<file path="config.mk">
export PLATFORM = sky130hd
export DESIGN_NAME = pattern_serializer_flat
export DESIGN_NICKNAME = d
export VERILOG_FILES = /design/src/rtl/pattern_serializer_pkg.sv /design/src/rtl/pattern_serializer_if.sv /design/src/rtl/pattern_serializer_tick_gen.sv /design/src/rtl/pattern_serializer.sv /design/src/flat_wrapper.sv
export SDC_FILE = /design/constraint.sdc
export NUM_CORES = 1
export LEC_CHECK = 0
export ABC_AREA = 1
export BUFFER_PORTS_ARGS = -buffer_cell sky130_fd_sc_hd__buf_4
export CAP_MARGIN = 25
export CORE_MARGIN = 2
export CORE_UTILIZATION = 52
export CTS_CLUSTER_DIAMETER = 80
export DETAILED_ROUTE_END_ITERATION = 10
export PLACE_DENSITY = 0.77
export SYNTH_ARGS = -nofsm -noshare
export SYNTH_HDL_FRONTEND = slang
export SYNTH_SLANG_ARGS = --single-unit
</file>
<file path="constraint.sdc">
create_clock -name CLK -period 1.76 [get_ports CLK]
set_clock_uncertainty 0.1 [all_clocks]
set_input_delay 0.176 -clock CLK [delete_from_list [all_inputs] [get_ports CLK]]
set_output_delay 0.176 -clock CLK [all_outputs]
set_load 0.01 [all_outputs]
</file>
<file path="src/rtl/pattern_serializer_pkg.sv">
// Shared definitions for the pattern serializer and its downstream detector bench.
// Holds the FSM state encoding, default geometry and a counter-width helper.
package pattern_serializer_pkg;

   typedef enum logic {
      ST_IDLE  = 1'b0,
      ST_SHIFT = 1'b1
   } ser_state_t;

   localparam int DEFAULT_WIDTH = 8;
   localparam int DEFAULT_DIV   = 1;

   // Counters sized to hold 0..n-1; a count of one still needs a single bit.
   function automatic int cnt_width(input int n);
      return (n > 1) ? $clog2(n) : 1;
   endfunction

endpackage

</file>
<file path="src/rtl/pattern_serializer_if.sv">
// Load handshake plus serial output bundle of the pattern serializer.
// The master is the word producer; the slave is the serializer itself.
interface pattern_serializer_if #(
   parameter int WIDTH = 8
);
   logic [WIDTH-1:0] load_data;
   logic             load_valid;
   logic             load_ready;
   logic             nwbit;
   logic             bit_strobe;
   logic             busy;

   modport master (
      output load_data, load_valid,
      input  load_ready, nwbit, bit_strobe, busy
   );

   modport slave (
      input  load_data, load_valid,
      output load_ready, nwbit, bit_strobe, busy
   );
endinterface

</file>
<file path="src/rtl/pattern_serializer_tick_gen.sv">
// Bit hold counter: counts 0..DIV-1 and flags the final hold cycle of each bit.
// clear forces the count back to the first hold cycle.
module ser_tick_gen
   import pattern_serializer_pkg::*;
#(
   parameter int DIV = DEFAULT_DIV
) (
   input  logic CLK,
   input  logic RSTn,
   input  logic clear,
   output logic tick
);
   localparam int            CW   = cnt_width(DIV);
   localparam logic [CW-1:0] LAST = CW'(DIV - 1);

   logic [CW-1:0] hold_cnt_q, hold_cnt_d;

   assign tick = (hold_cnt_q == LAST);

   always_comb begin
      hold_cnt_d = hold_cnt_q + CW'(1);
      if (clear || tick) begin
         hold_cnt_d = '0;
      end
   end

   always_ff @(posedge CLK or negedge RSTn) begin
      if (!RSTn) begin
         hold_cnt_q <= '0;
      end else begin
         hold_cnt_q <= hold_cnt_d;
      end
   end
endmodule

</file>
<file path="src/rtl/pattern_serializer.sv">
// MSB-first word serializer feeding a pattern detector; idles with nwbit high.
// Each bit is held DIV cycles, and a new word may be taken on the last hold cycle of bit 0.
module pattern_serializer
   import pattern_serializer_pkg::*;
#(
   parameter int WIDTH = DEFAULT_WIDTH,
   parameter int DIV   = DEFAULT_DIV
) (
   input  logic CLK,
   input  logic RSTn,
   pattern_serializer_if.slave bus
);
   localparam int            BW      = cnt_width(WIDTH);
   localparam logic [BW-1:0] TOP_BIT = BW'(WIDTH - 1);

   ser_state_t       state_q, state_d;
   logic [WIDTH-1:0] shift_q, shift_d;
   logic [BW-1:0]    bit_cnt_q, bit_cnt_d;
   logic             strobe_q, strobe_d;
   logic             tick, last_cycle, load_ready, xfer, hold_clear;

   // The hold count restarts whenever a fresh word is captured.
   assign last_cycle = (state_q == ST_SHIFT) && tick && (bit_cnt_q == '0);
   assign load_ready = (state_q == ST_IDLE) || last_cycle;
   assign xfer       = bus.load_valid && load_ready;
   assign hold_clear = (state_q == ST_IDLE) || xfer;

   ser_tick_gen #(.DIV(DIV)) u_tick (
      .CLK   (CLK),
      .RSTn  (RSTn),
      .clear (hold_clear),
      .tick  (tick)
   );

   always_comb begin
      state_d   = state_q;
      shift_d   = shift_q;
      bit_cnt_d = bit_cnt_q;
      strobe_d  = 1'b0;
      case (state_q)
         ST_IDLE: begin
            if (xfer) begin
               state_d   = ST_SHIFT;
               shift_d   = bus.load_data;
               bit_cnt_d = TOP_BIT;
               strobe_d  = 1'b1;
            end
         end
         ST_SHIFT: begin
            if (xfer) begin
               shift_d   = bus.load_data;
               bit_cnt_d = TOP_BIT;
               strobe_d  = 1'b1;
            end else if (last_cycle) begin
               state_d = ST_IDLE;
            end else if (tick) begin
               shift_d   = {shift_q[WIDTH-2:0], 1'b0};
               bit_cnt_d = bit_cnt_q - BW'(1);
               strobe_d  = 1'b1;
            end
         end
         default: state_d = ST_IDLE;
      endcase
   end

   always_ff @(posedge CLK or negedge RSTn) begin
      if (!RSTn) begin
         state_q   <= ST_IDLE;
         shift_q   <= '0;
         bit_cnt_q <= '0;
         strobe_q  <= 1'b0;
      end else begin
         state_q   <= state_d;
         shift_q   <= shift_d;
         bit_cnt_q <= bit_cnt_d;
         strobe_q  <= strobe_d;
      end
   end

   assign bus.nwbit      = (state_q == ST_SHIFT) ? shift_q[WIDTH-1] : 1'b1;
   assign bus.busy       = (state_q == ST_SHIFT);
   assign bus.bit_strobe = strobe_q;
   assign bus.load_ready = load_ready;
endmodule

</file>
<file path="src/flat_wrapper.sv">
// flat-port wrapper written by rule: the top's interface ports become plain ports
module pattern_serializer_flat import pattern_serializer_pkg::*;
#(
   parameter int WIDTH = DEFAULT_WIDTH,
   parameter int DIV   = DEFAULT_DIV
)
  (CLK, RSTn, bus_load_data, bus_load_valid, bus_load_ready, bus_nwbit, bus_bit_strobe, bus_busy);
  pattern_serializer_if #(.WIDTH(WIDTH)) bus_i ();
  input  logic CLK;
  input  logic RSTn;
  input wire logic [$bits(bus_i.load_data)-1:0] bus_load_data;
  input wire logic [$bits(bus_i.load_valid)-1:0] bus_load_valid;
  output wire logic [$bits(bus_i.load_ready)-1:0] bus_load_ready;
  output wire logic [$bits(bus_i.nwbit)-1:0] bus_nwbit;
  output wire logic [$bits(bus_i.bit_strobe)-1:0] bus_bit_strobe;
  output wire logic [$bits(bus_i.busy)-1:0] bus_busy;
  assign bus_i.load_data = bus_load_data;
  assign bus_i.load_valid = bus_load_valid;
  assign bus_load_ready = bus_i.load_ready;
  assign bus_nwbit = bus_i.nwbit;
  assign bus_bit_strobe = bus_i.bit_strobe;
  assign bus_busy = bus_i.busy;
  pattern_serializer #(.WIDTH(WIDTH), .DIV(DIV)) u_core (.CLK(CLK), .RSTn(RSTn), .bus(bus_i));
endmodule
</file>
Word level (Yosys, flattened, before mapping):

Index checks and enable logic that the tools add are counted.

* flip-flop bits (word level): 14
* latch bits: 0
* memory bits (writable): 0
* ROM bits: 0
* input bits: 11
* output and inout bits: 4
* logic and storage cells: 40
* memories: 0

* $add $sub $neg: 2
* multiply operators: 0
* divide/modulo/power cells: 0
* magnitude comparators: 0
* equal/unequal tests: 3
* shift operators: 0
* multiplexer cells: 20
* bitwise operators: 2
* reduce and logical (&&, ||, !) cells: 8

Operators by type and width (number)
* 2-to-1 mux 8 bit: 4
* case mux 8 bit (2 select lines): 1
* 2-to-1 mux 3 bit: 4
* 2-to-1 mux 1 bit: 8
* inequality test 3 bit, second input constant: 2
* case mux 3 bit (2 select lines): 1
* case mux 1 bit (2 select lines): 2
* logical AND 1 bit: 3
* zero test 3 bit: 1
* logical OR 1 bit: 3
* AND reduction 3 bit: 1
* subtractor 3 x 1 -> 3 bit, second input constant: 1
* inequality test 2 x 1 -> 1 bit, second input constant: 1
* inverter 1 bit: 2
* adder 1 bit, second input constant: 1

Logic depth before layout (Yosys ltp):

Gate-level depths: netlist of run 1.

* word-level depth: 8
* depth in mapped cells: 9
* mapped depth without buffers: 8

By module:

From an unflattened synthesis of run 1, not the netlist that was laid out.

* cells, all modules: 97
* area total of the unflattened synthesis: 762.0 um^2

Modules (own cells, without submodules)
* pattern_serializer: times used 1, cells an instance 94, area each 729.4 um^2, sequential area each 325.3 um^2
* ser_tick_gen: times used 1, cells an instance 3, area each 32.5 um^2, sequential area each 25.0 um^2

Worst setup path after synthesis of run 1:

OpenSTA, ideal clock, no wires.

* path kind: register -> register
* start: register u_core.bit_cnt_q[0]
* end: register u_core.bit_cnt_q[1]
* setup time: 0.138 ns
* arrival time: 1.133 ns
* data required time: 1.522 ns
* setup slack: 0.390 ns
* stages on the path, launching flop included: 8
* path buffers: 1
* clock period less this slack: 1.370 ns
* path through: dfrtp_1 inv_1 ha_1 nand2_1 nand2_2 buf_4 nor3b_1 a21oi_1

* cells in the longest elaborated chain, start to end: 6
* elaborated cells on any way between the ends: 13
* classes of those cells: 1 x add/sub; 3 x eq/ne; 4 x mux; 5 x reduce/logical

RTL lines
* start: declaration: line pattern_serializer.sv:18 `logic [BW-1:0] bit_cnt_q, bit_cnt_d;`
* start signal: assignment: line pattern_serializer.sv:75 `bit_cnt_q <= bit_cnt_d;`
* branches (longest 6 deep; another with subtractor 3 x 1 -> 3 bit)

Several ways; the timed one is not identified. The select of a mux whose other input is x is not followed.
A chain may end at the register's enable or synchronous reset.

Worst setup path after layout of run 1:

* start: register u_core.bit_cnt_q[0]
* end: output port bus_load_ready

* cells in the longest elaborated chain, start to end: 3

RTL lines
* zero test 3 bit: line pattern_serializer.sv:23 `assign last_cycle = (state_q == ST_SHIFT) && tick && (bit_cnt_q == '0);`
* logical AND 1 bit: line pattern_serializer.sv:23
* logical OR 1 bit: line pattern_serializer.sv:24 `assign load_ready = (state_q == ST_IDLE) || last_cycle;`
* end: declaration: line flat_wrapper.sv:13 `output wire logic [$bits(bus_i.load_ready)-1:0] bus_load_ready;`

No other way between the ends.

==> impl_metrics.tcl, run 1 <==
set metrics [dict create \
    status "complete, no violations" \
    cap_viol_max_count 0 \
    dr.pass1.iters 4 \
    drv_slew 0 \
    io_buffers 14 \
    cpMaxStageDelayCell "dfrtp_1" \
    synth_cell_types 20 \
    synth_top_area_cell "dfrtp_1" \
    worstPathRequired_ps 1480 \
    ys_seq_area_frac 0.4473 \
    tritoncts "done" \
    cts.path.max_buffers 2 \
    dieArea_mm2 0.001833 \
    grt-ovfl-total 0 \
    grt_pass1_wl_um 2822 \
    grt_setup_unrepaired "no" \
    min-delay-path-class "input port to register" \
    start_kind "register" \
    path_class "register to primary output" \
    drt-total-wl_um 1649 \
    clk_latency_ps 290 \
    postCtsSetupBuffers 0 \
    grt_usage 0.2109 \
    htreeDepth 1 \
    yosys_warnings 0 \
    gp_congestion 0.7904 \
    tns_ps 0 \
    cp_data_arrival_time_ps 1390 \
    drc 0 \
    synth_top_area_share 0.4473 \
    crit_fanout 3 \
    die_h_um 42.81 \
    design_area_um2 949.7 \
    dpl_cell_area_um2 900.9 \
    wl_per_cell_um 12.49 \
    min_period_over_period 0.9489 \
    setup_viol 0 \
    io_pins 15 \
    ir_drop_mv 0.8287 \
    vias_per_cell 5.356 \
    fillers 136 \
    hold_end "u_core.shift_q[0]$_DFFE_PN0P_" \
    syn_nets 111 \
    synthesis.area_um2 783.3 \
    ys_seq_elements 14 \
    critical_path.max_stage_delay_ps 370 \
    finalCriticalPeriod_ps 1670 \
    r2r_cells 6 \
    powerDensity_mw_per_mm2 1393 \
    fmax_mhz 598.8 \
    cts-root-buf "clkbuf_4" \
    fin_nets 130 \
    reg2reg_slack_ps 170 \
    endpoint_kind "primary output" \
    first_global_vias 710 \
    reg2reg_from "u_core.bit_cnt_q[0]$_DFFE_PN0P_" \
    synthTopCellsByArea "dfrtp_1 45%, nand3_1 11%, inv_1 9.6%" \
    diodes 0 \
    vias 707 \
    p_leak_nw 0.5298 \
    rr_endpoint "u_core.shift_q[0]$_DFFE_PN0P_" \
    postSynthAreaPerCell_um2 7.992 \
    dp_cells 127 \
    grt_max_degree 15 \
    areaGrowthSynthToFinish_pct 21.25 \
    die_x_um 42.81 \
    antenna_found_initial 0 \
    initial_utilization 0.5387 \
    postRouteAntennaNets 0 \
    cts_buffers 3 \
    clk_pin_slew_ps 80 \
    place.detailed.hpwl_um 1155 \
    synth_cells 98 \
    drtIter0Drc 15 \
    path_cells "inv_1, ha_1, a21boi_2, nor2_2, buf_4" \
    instances_no_fill 132 \
    final-hold-violation-count 0 \
    worstHoldStart "bus_load_data[0]" \
    min_path_cells 3 \
    rows 14 \
    core_mm2 0.001454 \
    clock-sinks 14 \
    drive_gt1_frac 0.2328 \
]
==> per-stage QoR <==
step	util	power [mW]	setup WS, ps	hold slack, ps
finish	0.6532	1.323	90.00	75.95
global placement	0.6196	1.061	275.7	-66.16
floorplan	-	0.9375	389.6	-219.6
CTS	0.6515	1.325	73.76	88.30
global route	0.6532	1.432	5.061	110.7
detailed placement	0.6196	1.087	198.3	-64.16
==> layout make-up <==
cell class | instances | area, um2 | share of cell area
inverters | 21 | 78.83 | 0.08300
clock buffers | 4 | 36.28 | 0.03821
repair buffers | 16 | 122.6 | 0.1291
well taps | 16 | 20.02 | 0.02108
flip-flops and latches | 14 | 350.3 | 0.3689
multi-input cells | 61 | 341.6 | 0.3597
==> layer usage <==
layer  track usage  part of all wire
met1        0.2439              0.40
met2        0.3394              0.50
met3       0.05106             0.072
met4        0.1438             0.032
met5             0                 0
==> sequential cells by signal, indices dropped and copies added, names as in the netlist <==
| name | count |
|---|---|
| u_core.bit_cnt_q | 3 |
| u_core.shift_q | 8 |
| u_core.u_tick.hold_cnt_q | 1 |
| u_core.bus.busy | 1 |
| u_core.bus.bit_strobe | 1 |
==> layout by cell type (no fill, tap or decap) <==
cell,n
xnor2_1,1
a21oi_4,1
nand2_1,20
nor3b_1,1
conb_1,1
buf_4,15
nand2_2,2
a21oi_1,1
ha_1,2
nor2_2,1
inv_1,20
dfrtp_1,14
nand2_4,1
a21boi_2,1
clkbuf_4,3
o21ai_0,2
o21ai_2,1
nand4_1,8
dlygate4sd3_1,1
o21ai_1,1
nand3_1,17
inv_2,1
clkbuf_8,1
==> worst max-delay path by stage <==
stage,startpoint,end,slack (ps)
CTS,u_core.bit_cnt_q[0]$_DFFE_PN0P_,bus_load_ready,70
global route,u_core.bit_cnt_q[0]$_DFFE_PN0P_,bus_load_ready,5
floorplan,u_core.bit_cnt_q[0]$_DFFE_PN0P_,u_core.bit_cnt_q[1]$_DFFE_PN0P_,390
finish,u_core.bit_cnt_q[0]$_DFFE_PN0P_,bus_load_ready,90
detailed placement,u_core.bit_cnt_q[0]$_DFFE_PN0P_,u_core.shift_q[0]$_DFFE_PN0P_,200
global placement,u_core.bit_cnt_q[0]$_DFFE_PN0P_,u_core.shift_q[6]$_DFFE_PN0P_,280
==> critical path: cells and delay by family, from the launching register on <==
kind / cells / cell delay, ps
simple gates: 1 / 70
fa+ha+maj: 1 / 230
buf+inv: 2 / 210
compound gates: 1 / 220
flops: 1 / 370
==> synthesized netlist by cell type (all sizes together) <==
| library cell | number |
|---|---|
| nand2 | 23 |
| inv | 21 |
| nand3 | 17 |
| dfrtp | 14 |
| nand4 | 8 |
| o21ai | 4 |
| a21oi | 2 |
| buf | 2 |
| ha | 2 |
| a21boi | 1 |
| conb | 1 |
| nor2 | 1 |
| nor3b | 1 |
| xnor2 | 1 |
==> timing repair <==
item | in CTS | in global routing
hold endpoints to repair | 14 | 0
gates resized for setup | 0 | 1
hold buffers | 1 | 0
endpoints found under the setup margin | 0 | 1
==> cells by family after synthesis <==
| logic type | share of synthesized area |
|---|---|
| buffers and inverters | 0.1198 |
| xor gates and xnor gates | 0.01118 |
| DFF | 0.4473 |
| adders and majority gates | 0.03194 |
| AOI/OAI and AO/OA | 0.07188 |
| other | 0.004788 |
| and+or+nand+nor | 0.3131 |
==> power by group <==
group / leakage (nW) / internal, mW / switching (mW)
registers: 0.173 / 0.444 / 0.0764
logic: 0.336 / 0.239 / 0.329
clock network: 0.0210 / 0.126 / 0.109
total: 0.530 / 0.809 / 0.514
Note: power is estimated with default switching activity, not from simulation.
==> run 2: changes to the inputs <==
--- a/config.mk
+++ b/config.mk
@@ -5,7 +5,6 @@
 export SDC_FILE = /design/constraint.sdc
 export NUM_CORES = 1
 export LEC_CHECK = 0
-export ABC_AREA = 1
 export BUFFER_PORTS_ARGS = -buffer_cell sky130_fd_sc_hd__buf_4
 export CAP_MARGIN = 25
 export CORE_MARGIN = 2
==> run 2 against run 1 <==
Synthesized cell count is 22% lower. Via count is 1.8% lower. Die area is 3.2% lower. Critical path depth is 1 higher. Critical endpoint unchanged. Highest routed layer unchanged. Final cell count is 13% lower. Worst hold slack worse by 30 ps. Worst setup slack worse by 44 ps. Core utilization is 9.5 points higher.
==> impl_metrics.tcl, run 2 <==
set metrics [dict create \
    synthTopCellsByArea "dfrtp_1 46%, a31oi_1 12%, o21ai_0 5.3%" \
    instances_no_fill 115 \
    rows 13 \
    io_buffers 14 \
    ys_seq_area_frac 0.4636 \
    syn_nets 89 \
    fin_nets 114 \
    cp_data_arrival_time_ps 1440 \
    path_class "register to primary output" \
    start_kind "register" \
    synth_cells 76 \
    min-delay-path-class "input port to register" \
    htreeDepth 1 \
    largest_reg_flops 8 \
    reg2reg_from "u_core.bit_cnt_q[1]$_DFFE_PN0P_" \
    initial_utilization 0.5666 \
    combPwrFrac 0.446 \
    clock-sinks 14 \
    largestRegisters "u_core.shift_q (8), u_core.bit_cnt_q (3)" \
    synth-edff-count 0 \
    clk_pin_slew_ps 80 \
    synth_cell_types 27 \
    grt_pass1_wl_um 2697 \
    gp_congestion 0.8115 \
    areaGrowthSynthToFinish_pct 32.12 \
    cts-root-buf "clkbuf_4" \
    vias_per_cell 6.035 \
    antenna_found_initial 0 \
    finalCriticalPeriod_ps 1714 \
    setup_viol 0 \
    dp_cells 105 \
    diodes 0 \
    power_frac_seq 0.387 \
    r2r_cells 7 \
    place.detailed.hpwl_um 1110 \
    crit_fanout 4 \
    cts_buffers 3 \
    largest-register "u_core.shift_q" \
    intPower_mw 0.9025 \
    min_path_cells 2 \
    drv_slew 0 \
    register_area_um2 350.3 \
    synthesis.area_um2 755.7 \
    drive_gt1_frac 0.3500 \
    powerDensity_mw_per_mm2 1364 \
    grt-ovfl-total 0 \
    die_x_um 42.12 \
    status "complete, no violations" \
    endpoint_kind "primary output" \
    yosys_most_used_dff "dfrtp_1" \
    drc 0 \
    core_mm2 0.001334 \
    ys_seq_elements 14 \
    clk_latency_ps 280 \
    drt-total-wl_um 1826 \
    tritoncts "done" \
    fillers 102 \
    synth_top_area_share 0.4636 \
    dr.pass1.iters 4 \
    rr_endpoint "u_core.shift_q[1]$_DFFE_PN0P_" \
    postSynthAreaPerCell_um2 9.944 \
    p_sw_mw 0.4599 \
    drtIter0Drc 29 \
    tns_ps 0 \
    ir_drop_mv 0.7283 \
    multi_input_area_um2 380.4 \
    yosys_warnings 0 \
    worstPathRequired_ps 1480 \
    grt_max_degree 15 \
    cts.path.max_buffers 2 \
    wl_per_cell_um 15.88 \
    p_leak_nw 0.4478 \
    layout_setup_ws_ps 46.18 \
    postRouteAntennaNets 0 \
    synthTopCellsByCount "14 x a31oi_1, 14 x dfrtp_1, 8 x o21ai_0, 7 x nand3_1, 4 x inv_1" \
    total_power_mw 1.362 \
    grt_usage 0.2036 \
    dieArea_mm2 0.001774 \
    cap_viol_max_count 0 \
    io_pins 15 \
    reg2reg_slack_ps 120 \
    utilization 0.7486 \
    fmax_mhz 583.5 \
    first_global_vias 599 \
    final-hold-violation-count 0 \
    switching_share 0.3376 \
    synth_top_area_cell "dfrtp_1" \
    die_h_um 42.12 \
    most-common-layout-cells "22 x buf_4, 14 x a31oi_1, 14 x dfrtp_1, 8 x o21ai_0, 7 x nand3_1" \
    vias 694 \
    dpl_worst_slack_ps 137.7 \
    synthArstFlopShare 1.000 \
    worstHoldStart "bus_load_valid" \
    clkPwrFrac 0.167 \
    final_common_cell "buf_4" \
    min_period_over_period 0.9738 \
    hold_end "u_core.bus.busy$_DFF_PN0_" \
]
==> run 2: worst max path at each step <==
| stage | from | endpoint | slack (ps) |
|---|---|---|---|
| after detailed placement | u_core.bit_cnt_q[0]$_DFFE_PN0P_ | u_core.shift_q[4]$_DFFE_PN0P_ | 140 |
| final | u_core.bit_cnt_q[1]$_DFFE_PN0P_ | bus_load_ready | 50 |
| after CTS | u_core.bit_cnt_q[1]$_DFFE_PN0P_ | bus_load_ready | 6 |
| after floorplan | u_core.bit_cnt_q[0]$_DFFE_PN0P_ | u_core.bit_cnt_q[1]$_DFFE_PN0P_ | 20 |
| after global routing | u_core.bit_cnt_q[1]$_DFFE_PN0P_ | bus_load_ready | -20 |
| after global placement | u_core.bit_cnt_q[0]$_DFFE_PN0P_ | u_core.shift_q[3]$_DFFE_PN0P_ | 160 |
==> run 2: power by group through the flow <==
stage	Sequential [mW]	Combinational, mW	Clock (mW)
after CTS	0.521	0.481	0.233
after floorplan	0.499	0.328	0
after global placement	0.517	0.441	0
after global routing	0.539	0.662	0.249
final	0.527	0.608	0.227
after detailed placement	0.519	0.456	0
==> run 2: metrics by stage <==
stage	cell area (um2)	hold WS, ps
after floorplan	755.7	-219.6
after global placement	880.8	-68.54
after detailed placement	880.8	-66.50
after CTS	948.4	45.97
after global routing	998.5	63.22
final	998.5	46.37
==> run 2: cells by family (layout without fill, tap and decap cells) <==
group,Yosys count,in the layout,synth area share
buffers and inverters,9,33,0.06787
DFF,14,14,0.4636
and+or+nand+nor,22,22,0.1970
AOI/OAI and AO/OA,28,28,0.2334
other,1,1,0.004962
adders and majority gates,2,2,0.03311
==> run 2: cell type report <==
type / count / share of cell area
well taps: 15 / 0.01880
inverters: 4 / 0.01504
flip-flops and latches: 14 / 0.3509
repair buffers: 25 / 0.1980
multi-input cells: 53 / 0.3810
clock buffers: 4 / 0.03634
==> run 2: layer usage <==
metal / global-route usage / share of wire
met1: 0.2865 / 0.43
met2: 0.3094 / 0.50
met3: 0.03879 / 0.051
met4: 0.08125 / 0.014
met5: 0 / 0
==> run 2: worst max-delay path, stage by stage, from the launching register on <==
cell      delay, ps
dfrtp_1         400
inv_2            90
ha_4            140
buf_6           100
nor3b_4         180
nand2b_4        160
buf_6           100
==> run 2: repair_timing <==
item	CTS	global route
gates resized for setup	3	5
hold buffers	1	0
hold endpoints to repair	14	0
setup endpoints to repair	1	2
setup buffers	1	4
pin swaps	0	1
